===== src/rtl/nbit_accumulator_pkg.sv =====
// Shared types and default parameters for the frame-summing accumulator.
package nbit_accumulator_pkg;

    localparam int unsigned DEF_N     = 4;
    localparam int unsigned DEF_ACC_W = 8;
    localparam int unsigned DEF_FRAME = 4;

    typedef enum logic [1:0] {
        IDLE  = 2'd0,
        ACCUM = 2'd1,
        HOLD  = 2'd2
    } state_e;

endpackage


===== src/rtl/nbit_accumulator_adder.sv =====
// Plain n-bit ripple adder with carry in/out; carry-out flags unsigned overflow.
module nbit_adder #(
    parameter int unsigned n = 8
) (
    input  logic [n-1:0] a,
    input  logic [n-1:0] b,
    input  logic         cin,
    output logic [n-1:0] sum,
    output logic         cout
);

    assign {cout, sum} = (n+1)'(a) + (n+1)'(b) + (n+1)'(cin);

endmodule


===== src/rtl/nbit_accumulator.sv =====
// Sums FRAME unsigned samples with saturation and presents the result
// through a valid/ready handshake; clear aborts the frame in any state.
module nbit_accumulator
    import nbit_accumulator_pkg::*;
#(
    parameter int unsigned N     = DEF_N,
    parameter int unsigned ACC_W = DEF_ACC_W,
    parameter int unsigned FRAME = DEF_FRAME
) (
    input  logic             clk,
    input  logic             rst_n,
    input  logic             clear,
    input  logic             in_valid,
    output logic             in_ready,
    input  logic [N-1:0]     in_data,
    output logic             out_valid,
    input  logic             out_ready,
    output logic [ACC_W-1:0] out_sum,
    output logic             out_ovf
);

    localparam int unsigned      CNT_W    = $clog2(FRAME + 1);
    localparam logic [CNT_W-1:0] LAST_CNT = CNT_W'(FRAME - 1);
    localparam logic [ACC_W-1:0] ACC_MAX  = '1;

    state_e             state_q, state_d;
    logic [ACC_W-1:0]   acc_q, acc_d;
    logic [CNT_W-1:0]   cnt_q, cnt_d;
    logic               ovf_q, ovf_d;
    logic               in_ready_q, in_ready_d;
    logic               out_valid_q, out_valid_d;
    logic [ACC_W-1:0]   out_sum_q, out_sum_d;
    logic               out_ovf_q, out_ovf_d;

    logic [ACC_W-1:0]   add_sum;
    logic               add_cout;
    logic [ACC_W-1:0]   sat_sum;
    logic               accept;

    nbit_adder #(
        .n (ACC_W)
    ) u_adder (
        .a    (acc_q),
        .b    (ACC_W'(in_data)),
        .cin  (1'b0),
        .sum  (add_sum),
        .cout (add_cout)
    );

    assign sat_sum = add_cout ? ACC_MAX : add_sum;
    assign accept  = in_valid & in_ready_q & ~clear;

    // State and output registers
    always_ff @(posedge clk or negedge rst_n) begin
        if (!rst_n) begin
            state_q     <= IDLE;
            acc_q       <= '0;
            cnt_q       <= '0;
            ovf_q       <= 1'b0;
            in_ready_q  <= 1'b1;
            out_valid_q <= 1'b0;
            out_sum_q   <= '0;
            out_ovf_q   <= 1'b0;
        end else begin
            state_q     <= state_d;
            acc_q       <= acc_d;
            cnt_q       <= cnt_d;
            ovf_q       <= ovf_d;
            in_ready_q  <= in_ready_d;
            out_valid_q <= out_valid_d;
            out_sum_q   <= out_sum_d;
            out_ovf_q   <= out_ovf_d;
        end
    end

    // Next-state: clear outranks both the input accept and the output handshake
    always_comb begin
        state_d     = state_q;
        acc_d       = acc_q;
        cnt_d       = cnt_q;
        ovf_d       = ovf_q;
        in_ready_d  = in_ready_q;
        out_valid_d = out_valid_q;
        out_sum_d   = out_sum_q;
        out_ovf_d   = out_ovf_q;

        if (clear) begin
            state_d     = IDLE;
            acc_d       = '0;
            cnt_d       = '0;
            ovf_d       = 1'b0;
            in_ready_d  = 1'b1;
            out_valid_d = 1'b0;
            out_sum_d   = '0;
            out_ovf_d   = 1'b0;
        end else begin
            unique case (state_q)
                IDLE, ACCUM: begin
                    if (accept) begin
                        acc_d   = sat_sum;
                        ovf_d   = ovf_q | add_cout;
                        cnt_d   = cnt_q + CNT_W'(1);
                        state_d = ACCUM;
                        if (cnt_q == LAST_CNT) begin
                            state_d     = HOLD;
                            in_ready_d  = 1'b0;
                            out_valid_d = 1'b1;
                            out_sum_d   = sat_sum;
                            out_ovf_d   = ovf_q | add_cout;
                        end
                    end
                end
                HOLD: begin
                    if (out_ready) begin
                        state_d     = IDLE;
                        acc_d       = '0;
                        cnt_d       = '0;
                        ovf_d       = 1'b0;
                        in_ready_d  = 1'b1;
                        out_valid_d = 1'b0;
                        out_sum_d   = '0;
                        out_ovf_d   = 1'b0;
                    end
                end
                default: begin
                    state_d    = IDLE;
                    acc_d      = '0;
                    cnt_d      = '0;
                    ovf_d      = 1'b0;
                    in_ready_d = 1'b1;
                end
            endcase
        end
    end

    assign in_ready  = in_ready_q;
    assign out_valid = out_valid_q;
    assign out_sum   = out_sum_q;
    assign out_ovf   = out_ovf_q;

endmodule

===== config.mk =====
export PLATFORM = sky130hd
export DESIGN_NAME = nbit_accumulator
export DESIGN_NICKNAME = d
export VERILOG_FILES = /design/src/rtl/nbit_accumulator_pkg.sv /design/src/rtl/nbit_accumulator_adder.sv /design/src/rtl/nbit_accumulator.sv
export SDC_FILE = /design/constraint.sdc
export NUM_CORES = 1
export LEC_CHECK = 0
export CAP_MARGIN = 20
export CORE_MARGIN = 2
export CORE_UTILIZATION = 39
export DETAILED_ROUTE_END_ITERATION = 10
export GPL_ROUTABILITY_DRIVEN = 0
export PLACE_DENSITY = 0.71
export SLEW_MARGIN = 10
export SYNTH_ARGS = -nofsm -noshare
export SYNTH_HDL_FRONTEND = slang
export SYNTH_SLANG_ARGS = --single-unit

===== constraint.sdc =====
create_clock -name clk -period 2.8 [get_ports clk]
set_input_delay 0.28 -clock clk [delete_from_list [all_inputs] [get_ports clk]]
set_output_delay 0.28 -clock clk [all_outputs]
set_load 0.1 [all_outputs]

# [Yosys cells after proc, flatten, opt, wreduce, memory -nomap -nowiden]
# Index checks and enable logic that the tools add are counted.
[op_classes] addsub=2 eq_ne=6 mux=35 n_bitwise=4 reduce_logical=6
[op_table] cell="$mux W8" count=7
[op_table] cell="$pmux W8 S2" count=2
[op_table] cell="$mux W1" count=13
[op_table] cell="$add A8 B4 Y9" count=1
[op_table] cell="$mux W3" count=3
[op_table] cell="$ne A3 B3 Y1 const B" count=3
[op_table] cell="$mux W2" count=4
[op_table] cell="$pmux W1 S2" count=4
[op_table] cell="$pmux W3 S2" count=1
[op_table] cell="$pmux W2 S2" count=1
[op_table] cell="$reduce_and A4 Y1" count=1
[op_table] cell="$add A3 B1 Y3 const B" count=1
[op_table] cell="$eq A3 B2 Y1 const B" count=1
[op_table] cell="$reduce_and A3 Y1" count=1
[op_table] cell="$reduce_bool A3 Y1" count=1
[op_table] cell="$and A1 B1 Y1" count=2
[op_table] cell="$eq A2 B1 Y1 const B" count=1
[op_table] cell="$eq A2 B2 Y1 const B" count=1
[op_table] cell="$logic_not A2 Y1" count=1
[op_table] cell="$reduce_and A2 Y1" count=1
[op_table] cell="$reduce_or A2 Y1" count=1
[op_table] cell="$not A1 Y1" count=1
[op_table] cell="$or A1 B1 Y1" count=1
[totals] reg_bits=25 inputBits=9 out_inout_bits=11 elab_cells=61

# [Logic depth before layout (Yosys ltp)]
# Gate-level depths: netlist of run 1.
[logic_depth] ltp_word=6 ltp_mapped=6 mapped_depth_nobuf=6

# [Cells and area by module]
# Synthesis of run 1 repeated with hierarchy kept, for this count alone.
[unflattened] cells_unflattened=125 area_unflattened_um2=1412.6
[modules_own_cells] module="nbit_accumulator" instances=1 cells_per_inst=84 area_each_um2=1076.0 seq_area_each_um2=626.9
[modules_own_cells] module="nbit_adder" instances=1 cells_per_inst=41 area_each_um2=336.6 seq_area_each_um2=0.0

# [Least setup slack after synthesis of run 1]
# Ideal clock, no wire load.
[synth_path] path_kind="register to register" start="register acc_q[0]" end="register out_sum_q[7], in the netlist out_sum[7]" setup_time_ns=0.122 t_arrival_ns=1.861 t_required_ns=2.678 setup_slack_ns=0.817 path_stages_with_launch=7 path_buffers=0 period_less_slack_ns=1.983 path_cell_list="dfrtp_1 > ha_1 > fa_1 > a211o_1 > nor4_1 > a211oi_1 > a22o_1"
[synth_via] elab_chain_cells=6
[synth_lines] element="from (decl)" line_no="nbit_accumulator.sv:27" text="logic [ACC_W-1:0] acc_q, acc_d;"
[synth_lines] element="from (signal assigned)" line_no="nbit_accumulator.sv:57" text="acc_q <= '0;"
[synth_lines] element="from (signal assigned)" line_no="nbit_accumulator.sv:66" text="acc_q <= acc_d;"
[synth_lines] element="$add A8 B4 Y9" line_no="nbit_accumulator_adder.sv:12" text="assign {cout, sum} = (n+1)'(a) + (n+1)'(b) + (n+1)'(cin);"
[synth_lines] element="$mux W8" line_no="nbit_accumulator.sv:50" text="assign sat_sum = add_cout ? ACC_MAX : add_sum;"
[synth_lines] element="$mux W8" line_no="nbit_accumulator.sv:104" text="if (cnt_q == LAST_CNT) begin"
[synth_lines] element="$mux W8" line_no="nbit_accumulator.sv:99" text="if (accept) begin"
[synth_lines] element="$pmux W8 S2" line_no="nbit_accumulator.sv:97" text="unique case (state_q)"
[synth_lines] element="$mux W8" line_no="nbit_accumulator.sv:87" text="if (clear) begin"
[synth_lines] element="to (signal assigned)" line_no="nbit_accumulator.sv:71" text="out_sum_q <= out_sum_d;"
[synth_lines] element="to (decl)" line_no="nbit_accumulator.sv:32" text="logic [ACC_W-1:0] out_sum_q, out_sum_d;"
# No other way between the ends. The select of a mux whose other input is x is not followed.
# A chain may end at the register's enable or synchronous reset.

# [Worst setup path after layout of run 1]
# Same ends and word-level chain as after synthesis.

==> results of run 1 <==
[cell type report]
type | count | share of cell area (%)
clock buffers | 3 | 1.410
clock inverters | 1 | 0.3132
inverters | 2 | 0.4699
multi-input cells | 94 | 43.85
flip-flops and latches | 25 | 39.23
well taps | 46 | 3.602
repair buffers | 21 | 11.12
[kinds of logic (layout without fill, tap and decap cells)]
| group | after synthesis | in the layout | synth area share [%] |
|---|---|---|---|
| AOI/OAI and AO/OA | 47 | 47 | 27.92 |
| and+or+nand+nor | 38 | 38 | 15.15 |
| DFF | 25 | 25 | 46.01 |
| buffers and inverters | 8 | 27 | 2.571 |
| adders and majority gates | 7 | 7 | 6.979 |
| xor gates and xnor gates | 1 | 1 | 0.6429 |
| muxes | 1 | 1 | 0.7346 |
[cells in the mapped netlist, types with 2 or more instances]
cell type  number  share of area, %
a211oi_1        3               1.7
a211oi_2        2               1.8
a21o_1          4               2.2
a21oi_1         6               2.2
a22o_1          8               5.1
buf_2           3               1.1
clkbuf_1        2              0.55
dfrtp_1        24                44
ha_1            6               5.5
inv_1           2              0.55
nand2_1         8               2.2
nand2b_1        2              0.92
nand3_1         3               1.1
nand4_1         2              0.92
nor2_1         12               3.3
o211ai_1        2               1.1
o21ai_0         6               2.2
o21bai_1        3               1.7
o2bb2ai_1       4               2.6
or2_2           2              0.92
[sequential cells by signal, indices dropped and copies added, names as in the netlist]
signal and cells:
state_q 2, acc_q 8, out_ovf 1, out_valid 1, out_sum 8, in_ready 1
cnt_q 3, ovf_q 1
[per-layer routing]
layer / wire length, um / part of all wire (%)
met5: 0 / 0
met4: 53 / 1.9
met3: 113 / 4.0
met2: 1339 / 48
met1: 1303 / 46
[per-stage QoR]
stage	instances	power, uW
floorplan	127	496.9
global placement	188	539.5
detailed placement	188	544.6
CTS	192	702.3
global route	192	735.0
finish	192	698.7
[power breakdown]
part           total (uW)  internal, uW  switching, uW
combinational         151          61.5           89.2
sequential            387           374           12.2
clock                 161          53.7            108
[critical path, stage by stage, from the launching register on]
cell,delay [ns]
dfrtp_1,0.41
ha_1,0.22
fa_1,0.44
a211o_1,0.36
nor4_1,0.28
a211oi_1,0.10
a22o_1,0.20
[worst max path at each step]
stage,end,cells past startpoint
finish,out_sum[7]$_DFFE_PN0P_,6
global route,out_sum[7]$_DFFE_PN0P_,6
CTS,out_sum[7]$_DFFE_PN0P_,6
detailed placement,out_sum[7]$_DFFE_PN0P_,7
global placement,out_sum[7]$_DFFE_PN0P_,7
floorplan,out_sum[7]$_DFFE_PN0P_,6
==> key figures, run 1 <==
Logic synthesis
  • Syn Area/Cell: around 11 um^2
  • Synth Instances: roughly 130
  • Post-synth ARST share: between 90% and 100%
  • Yosys cell types: 43
  • Syn nets: approximately 140
  • Synth Cell Area: ~1400 um^2
  • Main flop type after synthesis: dfrtp_1
  • EDFF count, synth: 0
  • Sequential share of the synthesized area: 46.01%
  • Register bit count reported by yosys: 25
  • Yosys warns: 0

Power and ir drop
  • Power per Cell Area: roughly 440 nW/um^2
  • Leakage: 0.0007036 uW
  • Peak VDD IR: 0.2441 mV

Clock tree
  • CTS tree: yes
  • Hold_buf cts: 0
  • Post-CTS setup repair buffer count: 0
  • Clock Tree Root: clkbuf_4
  • H-tree depth: 1
  • CTS Buffer Depth: 2
  • Post_cts resized: 0
  • Num CTS Buffers: 3
  • Clock Latency Late Sink: 0.33 ns
  • Clock Sinks: 25
  • CTS clk-pin slew, worst paths: 0.13 ns

Outcome
  • Outcome: completed

Routing
  • Vias: approximately 1,100
  • Wire per inst: ~15 um
  • Drt drc: 0
  • Post-route ant nets: 0
  • Initial drt markers: 24
  • Routed wire length: approximately 2800 um
  • Via/cell ratio: about 5.6
  • DR pass1 iterations: 4

Worst setup path
  • Worst r2r dst: out_sum[7]$_DFFE_PN0P_
  • Setup crit end kind: flop
  • Crit path kind: reg2reg
  • CP Launch Point: acc_q[0]$_DFFE_PN0P_
  • Cells on worst reg2reg path: 6
  • Flop2flop setup slack: roughly 0.69 ns
  • Worst setup SP type: flop
  • Max FO, Critical Path: 3
  • RR Startpoint: acc_q[0]$_DFFE_PN0P_
  • CP Data Arrival Time: between 2 and 2.5 ns
  • Required time of the critical path: between 3 and 4 ns

STA
  • Final setup margin: about 0.69 ns
  • Slew headroom: between 60% and 70%
  • Fin crit period: 2.105 ns
  • Unrepaired setup endpoints after global routing: no
  • Max Slew Vio Count: 0
  • Final hold vios: 0
  • FMAX: 475.0 MHz
  • Setup TNS: 0 ns
  • Worst Skew: ~0.0057 ns
  • Final setup violation count: 0
  • Tcrit/Tclk final: 75.18%
  • Hold_ws: slightly above 0.3 ns
  • Tightest Pin Transition: between 0.4 and 0.5 ns

Finish
  • Share of cells above drive strength 1: between 10% and 20%
  • Reg area: around 630 um^2
  • # nets final: around 160
  • Number of fill cells: about 330
  • Commonest non-fill, non-tap cell in the layout: dfrtp_1
  • Footprint of the multi-input gates: about 700 um^2
  • Most frequent cells in the layout: dfrtp_1 (24), buf_4 (13), nor2_1 (12)
  • Design area: 1598 um^2
  • Antenna cell count: 0
  • Layout Utilization: between 40% and 50%
  • P&R area growth vs syn: 17.26%

Floorplan
  • Cell Rows: 21
  • Die Y: 63.11 um
  • Initial Util: 40.83%
  • Die area: ~4000 um^2
  • Die X-Extent: 63.11 um
  • Io pins: 20
  • Core ar.: approximately 3300 um^2

Job
  • # Max-Cap Violations: 0

Placed design
  • Port-buffer cells: 19
  • DP Area: between 1500 and 2000 um^2
  • DP Wirelength: about 2100 um
  • Pre-CTS setup slack: between 0.3 and 0.4 ns

Min path
  • Worst Hold Class: in2async

Global route
  • GRT overflow: 0
  • Met3 usage: under 10%
  • Pin count of the biggest net entering global routing: 26
  • Gr usage total: ~16%
  • Number of global-route vias before repair: roughly 1,100
  • First-pass GRT wire length: 4954 um
  • M2 GR Usage: a little over a quarter
  • Busiest layer in global routing: met2
  • Initial antenna violation count: 0
  • Met1 GRT Util: between 20% and 30%
Note: power is estimated with default switching activity, not from simulation.
==> inputs of run 2 (changes only) <==
PLACE_DENSITY = 0.73   (was 0.71)
clock period = 1.7 ns   (was 2.8 ns; I/O delays follow)
==> key figures, run 2 (synthesis gave the netlist of run 1 again) <==
Routing
  • Routed wire length: around 3100 um
  • Wire per inst: between 10 and 15 um
  • Initial drt markers: 29
  • DR pass1 iterations: 4
  • Post-route ant nets: 0
  • Drt drc: 0
  • Via/cell ratio: ~5.5
  • Vias: 1,165

Power and ir drop
  • Power per Cell Area: a little under 700 nW/um^2
  • Leakage: around 0.00083 uW
  • Peak VDD IR: 0.3261 mV
  • Design Power: 1247 uW

Floorplan
  • Cell Rows: 21
  • Die area: 3982 um^2
  • Die Y: between 60 and 70 um
  • Die X-Extent: between 60 and 70 um
  • Core ar.: 3337 um^2
  • Io pins: 20
  • Initial Util: 40.83%

Clock tree
  • CTS Buffer Depth: 2
  • Clock Sinks: 25
  • Clock Latency Late Sink: 0.32 ns
  • Clock Tree Root: clkbuf_4
  • H-tree depth: 1
  • CTS clk-pin slew, worst paths: between 0.1 and 0.15 ns
  • Hold_buf cts: 0
  • Num CTS Buffers: 3
  • CTS tree: yes

Worst setup path
  • CP max stage cell: dfrtp_1
  • Cell family with most CP delay: compound AO/OA/AOI/OAI gates
  • Max incr delay on CP: around 0.4 ns
  • Levels on crit path: 6
  • CP Data Arrival Time: about 2.1 ns
  • Worst path bufs/invs: 0
  • Crit path kind: reg2reg
  • Required time of the critical path: 1.93 ns
  • Max FO, Critical Path: 7
  • Setup crit end kind: flop
  • Cells on worst reg2reg path: 6
  • Worst-path cell chain: ha_2, fa_2, a211oi_4, nor3_4, a21o_1, a22o_1
  • Worst setup SP type: flop

STA
  • Worst Skew: 0.001590 ns
  • Unrepaired setup endpoints after global routing: yes
  • Tcrit/Tclk final: 110.5%
  • Fin crit period: around 1.9 ns
  • Max Slew Vio Count: 0
  • Final setup violation count: 18
  • Hold_ws: ~0.19 ns
  • Final setup margin: -0.1780 ns
  • Final hold vios: 0
  • Slew headroom: ~77%
  • Tightest Pin Transition: about 0.34 ns
  • FMAX: approximately 530 MHz

Global route
  • GRT overflow: 0
  • Pin count of the biggest net entering global routing: 26
  • Met3 usage: between 2 and 2.5%
  • Met1 GRT Util: between 20% and 30%
  • Number of global-route vias before repair: 1,189
  • M2 GR Usage: between 20% and 30%
  • Initial antenna violation count: 0
  • Busiest layer in global routing: met2
  • Gr usage total: between 10% and 20%
  • First-pass GRT wire length: 5368 um

Finish
  • Commonest non-fill, non-tap cell in the layout: buf_4
  • P&R area growth vs syn: 35.35%
  • Antenna cell count: 0
  • Share of cells above drive strength 1: approximately a third
  • # nets final: between 150 and 200
  • Layout Utilization: around 55%
  • Most frequent cells in the layout: buf_4 (30), dfrtp_1 (24), nor2_1 (10)

Min path
  • Worst Hold Class: in2async

Placed design
  • DP Wirelength: 2394 um
  • Port-buffer cells: 19

Outcome
  • Failing checks: setup timing
  • Outcome: complete, but fails checks

Job
  • # Max-Cap Violations: 0
-- run 2: cell type report --
class	instances	area, um^2
timing repair buffer	41	365.4
multi-input combinational	94	757.0
tap	46	57.56
sequential	25	630.6
fill	325	1493
clock buffer	4	26.28
inverter	2	7.507
-- run 2: per-layer routing --
layer	vias to the layer above	wire length, um
met2	21	1575
met1	580	1381
met4	0	51
met3	5	121
li1	559	-
met5	-	0
-- run 2: worst paths after layout --
path,from,end,slack [ns]
hold / removal,rst_n,acc_q[2]$_DFFE_PN0P_,0.19
min in group clk,out_valid$_DFFE_PN0P_,out_valid$_DFFE_PN0P_,0.49
setup reg to reg,acc_q[0]$_DFFE_PN0P_,acc_q[3]$_DFFE_PN0P_,-0.18
setup / recovery,acc_q[0]$_DFFE_PN0P_,acc_q[3]$_DFFE_PN0P_,-0.18
hold reg to reg,out_valid$_DFFE_PN0P_,out_valid$_DFFE_PN0P_,0.49
max in group asynchronous,rst_n,in_ready$_DFFE_PN1P_,1.22
-- run 2: through the flow --
stage,area (um^2),TNS (ns),setup WS (ns),instances
after floorplan,1398,-0.9133,-0.1161,127
after global placement,1778,-5.679,-0.3807,206
after detailed placement,1778,-6.360,-0.4198,206
after CTS,1808,-2.444,-0.2156,210
after global routing,1844,-3.451,-0.2382,212
final,1844,-2.068,-0.1780,212
-- run 2: what timing repair did --
item                                    in CTS  in global routing
gates cloned                                 0                  0
endpoints found under the setup margin      18                 18
resized for setup                            4                  5
setup buffers                                0                  2
pin swaps                                    7                  2
-- run 2: report_power, final --
| group | internal, uW | switching (uW) |
|---|---|---|
| Clock | 92.1 | 174 |
| Sequential | 617 | 17.0 |
| Combinational | 164 | 182 |
-- run 2: worst register-to-register path: cells and delay by family, from the launching register on --
kind                       cells  cell delay [ns]
AOI/OAI and AO/OA              3             0.69
adders and majority gates      2             0.58
DFF                            1             0.41
and+or+nand+nor                1             0.11
==> inputs of run 3 (changes only) <==
PLACE_DENSITY = not set   (was 0.73)
==> key figures, run 3 (synthesis gave the netlist of run 1 again) <==
Outcome
  • Outcome: complete, but fails checks
  • Failing checks: setup timing

STA
  • FMAX: 541.6 MHz
  • Max Slew Vio Count: 0
  • Unrepaired setup endpoints after global routing: yes
  • Final setup violation count: 18
  • Fin crit period: around 1.8 ns
  • Worst Skew: roughly 0.0064 ns
  • Slew headroom: 76.36%
  • Tightest Pin Transition: approximately 0.35 ns
  • Tcrit/Tclk final: 108.6%
  • Final hold vios: 0
  • Final setup margin: -0.1463 ns

Worst setup path
  • CP Data Arrival Time: 2.07 ns
  • Setup crit end kind: flop
  • Max FO, Critical Path: 7
  • Required time of the critical path: 1.93 ns
  • Worst setup SP type: flop
  • Crit path kind: reg2reg

Global route
  • First-pass GRT wire length: approximately 5800 um
  • GRT overflow: 0
  • Gr usage total: 18.40%
  • Initial antenna violation count: 0
  • Pin count of the biggest net entering global routing: 26
  • Number of global-route vias before repair: about 1,200

Finish
  • Final Non-Filler Cells: between 200 and 250
  • Number of fill cells: 308
  • Design area: 1921 um^2
  • # nets final: around 190
  • Share of cells above drive strength 1: ~36%
  • Commonest non-fill, non-tap cell in the layout: buf_4
  • Most frequent cells in the layout: buf_4 (32), dfrtp_1 (24), nor2_1 (11)
  • P&R area growth vs syn: 40.95%
  • Antenna cell count: 0

Clock tree
  • CTS tree: yes
  • H-tree depth: 1
  • CTS Buffer Depth: 2
  • Clock Tree Root: clkbuf_4
  • Hold_buf cts: 0
  • Clock Sinks: 25
  • Num CTS Buffers: 3
  • Clock Latency Late Sink: around 0.32 ns
  • CTS clk-pin slew, worst paths: roughly 0.14 ns

Floorplan
  • Cell Rows: 21
  • Die Y: between 60 and 70 um
  • Die X-Extent: ~63 um
  • Die area: approximately 4000 um^2
  • Core ar.: ~3300 um^2
  • Initial Util: around two fifths
  • Io pins: 20

Power and ir drop
  • Leakage: about 0.00086 uW
  • Peak VDD IR: between 0.3 and 0.4 mV
  • Power per Cell Area: ~660 nW/um^2

Placed design
  • Port-buffer cells: 19
  • Placed insts: between 200 and 250
  • DP Area: between 1500 and 2000 um^2
  • DP Wirelength: roughly 2400 um

Min path
  • Worst Hold Class: in2async

Routing
  • Vias: approximately 1,100
  • Initial drt markers: 17
  • Post-route ant nets: 0
  • Routed wire length: ~3300 um
  • Drt drc: 0
  • Via/cell ratio: roughly 5.3
  • Wire per inst: 15.06 um
  • DR pass1 iterations: 4

Job
  • # Max-Cap Violations: 0
run 3: cell count changes in the layout (fill, tap and decap cells not counted), sizes merged:
cell,delta
clkinv,+1
clkbuf,-1
buf,+4
run 3: worst paths after layout:
check / from / endpoint / slack [ns] / depth (start not counted)
max in group asynchronous: rst_n / in_ready$_DFFE_PN1P_ / 1.20 / 2
worst max-delay path: acc_q[0]$_DFFE_PN0P_ / acc_q[3]$_DFFE_PN0P_ / -0.15 / 6
min in group clk: cnt_q[2]$_DFFE_PN0P_ / cnt_q[2]$_DFFE_PN0P_ / 0.50 / 2
worst min register to register: cnt_q[2]$_DFFE_PN0P_ / cnt_q[2]$_DFFE_PN0P_ / 0.50 / 2
worst min-delay path: rst_n / acc_q[1]$_DFFE_PN0P_ / 0.21 / 2
worst max register to register: acc_q[0]$_DFFE_PN0P_ / acc_q[3]$_DFFE_PN0P_ / -0.15 / 6
run 3: metrics by stage:
step	hold WS, ns	TNS (ns)	utilization [%]	total power, uW	setup slack [ns]
floorplan	-0.1256	-0.9133	-	837.9	-0.1161
global placement	0.4623	-5.762	54.11	972.1	-0.3849
detailed placement	0.4694	-6.227	54.11	979.3	-0.4082
CTS	0.2027	-2.012	56.21	1267	-0.1723
global route	0.2110	-2.961	57.56	1344	-0.2215
finish	0.2053	-1.292	57.56	1263	-0.1463
run 3: what timing repair did:
item	4_1_cts	5_1_grt
resized for setup	4	6
endpoints found under the setup margin	18	18
setup buffers	2	2
pin swaps	5	6
run 3: final cells by class:
cell class	count	area (um^2)	area share, %
inverters	2	7.507	0.3909
clock buffers	3	22.52	1.173
repair buffers	45	411.6	21.43
well taps	46	57.56	2.997
clock inverters	1	5.005	0.2606
multi-input cells	94	785.8	40.91
flip-flops and latches	25	630.6	32.83
run 3: metal layers:
metal / up-vias / global-route usage (%) / wire (um)
met5: - / 0 / 0
met4: 0 / 6.389 / 24
met3: 2 / 2.679 / 82
met2: 13 / 32.45 / 1617
met1: 562 / 22.89 / 1527
li1: 568 / - / -
run 3: critical path, cell delays in order, from the launching register on:
cell	delay, ns
dfrtp_1	0.41
ha_2	0.20
fa_2	0.38
a211oi_4	0.31
nor3_4	0.11
a21o_1	0.18
a22o_1	0.17
run 3: report_power, final:
group          total [uW]  internal, uW  leakage [uW]  switching (uW)
clock                 267          88.0     0.0000177             179
combinational         359           180      0.000504             179
sequential            637           617      0.000340            19.5
total                1260           886      0.000861             378
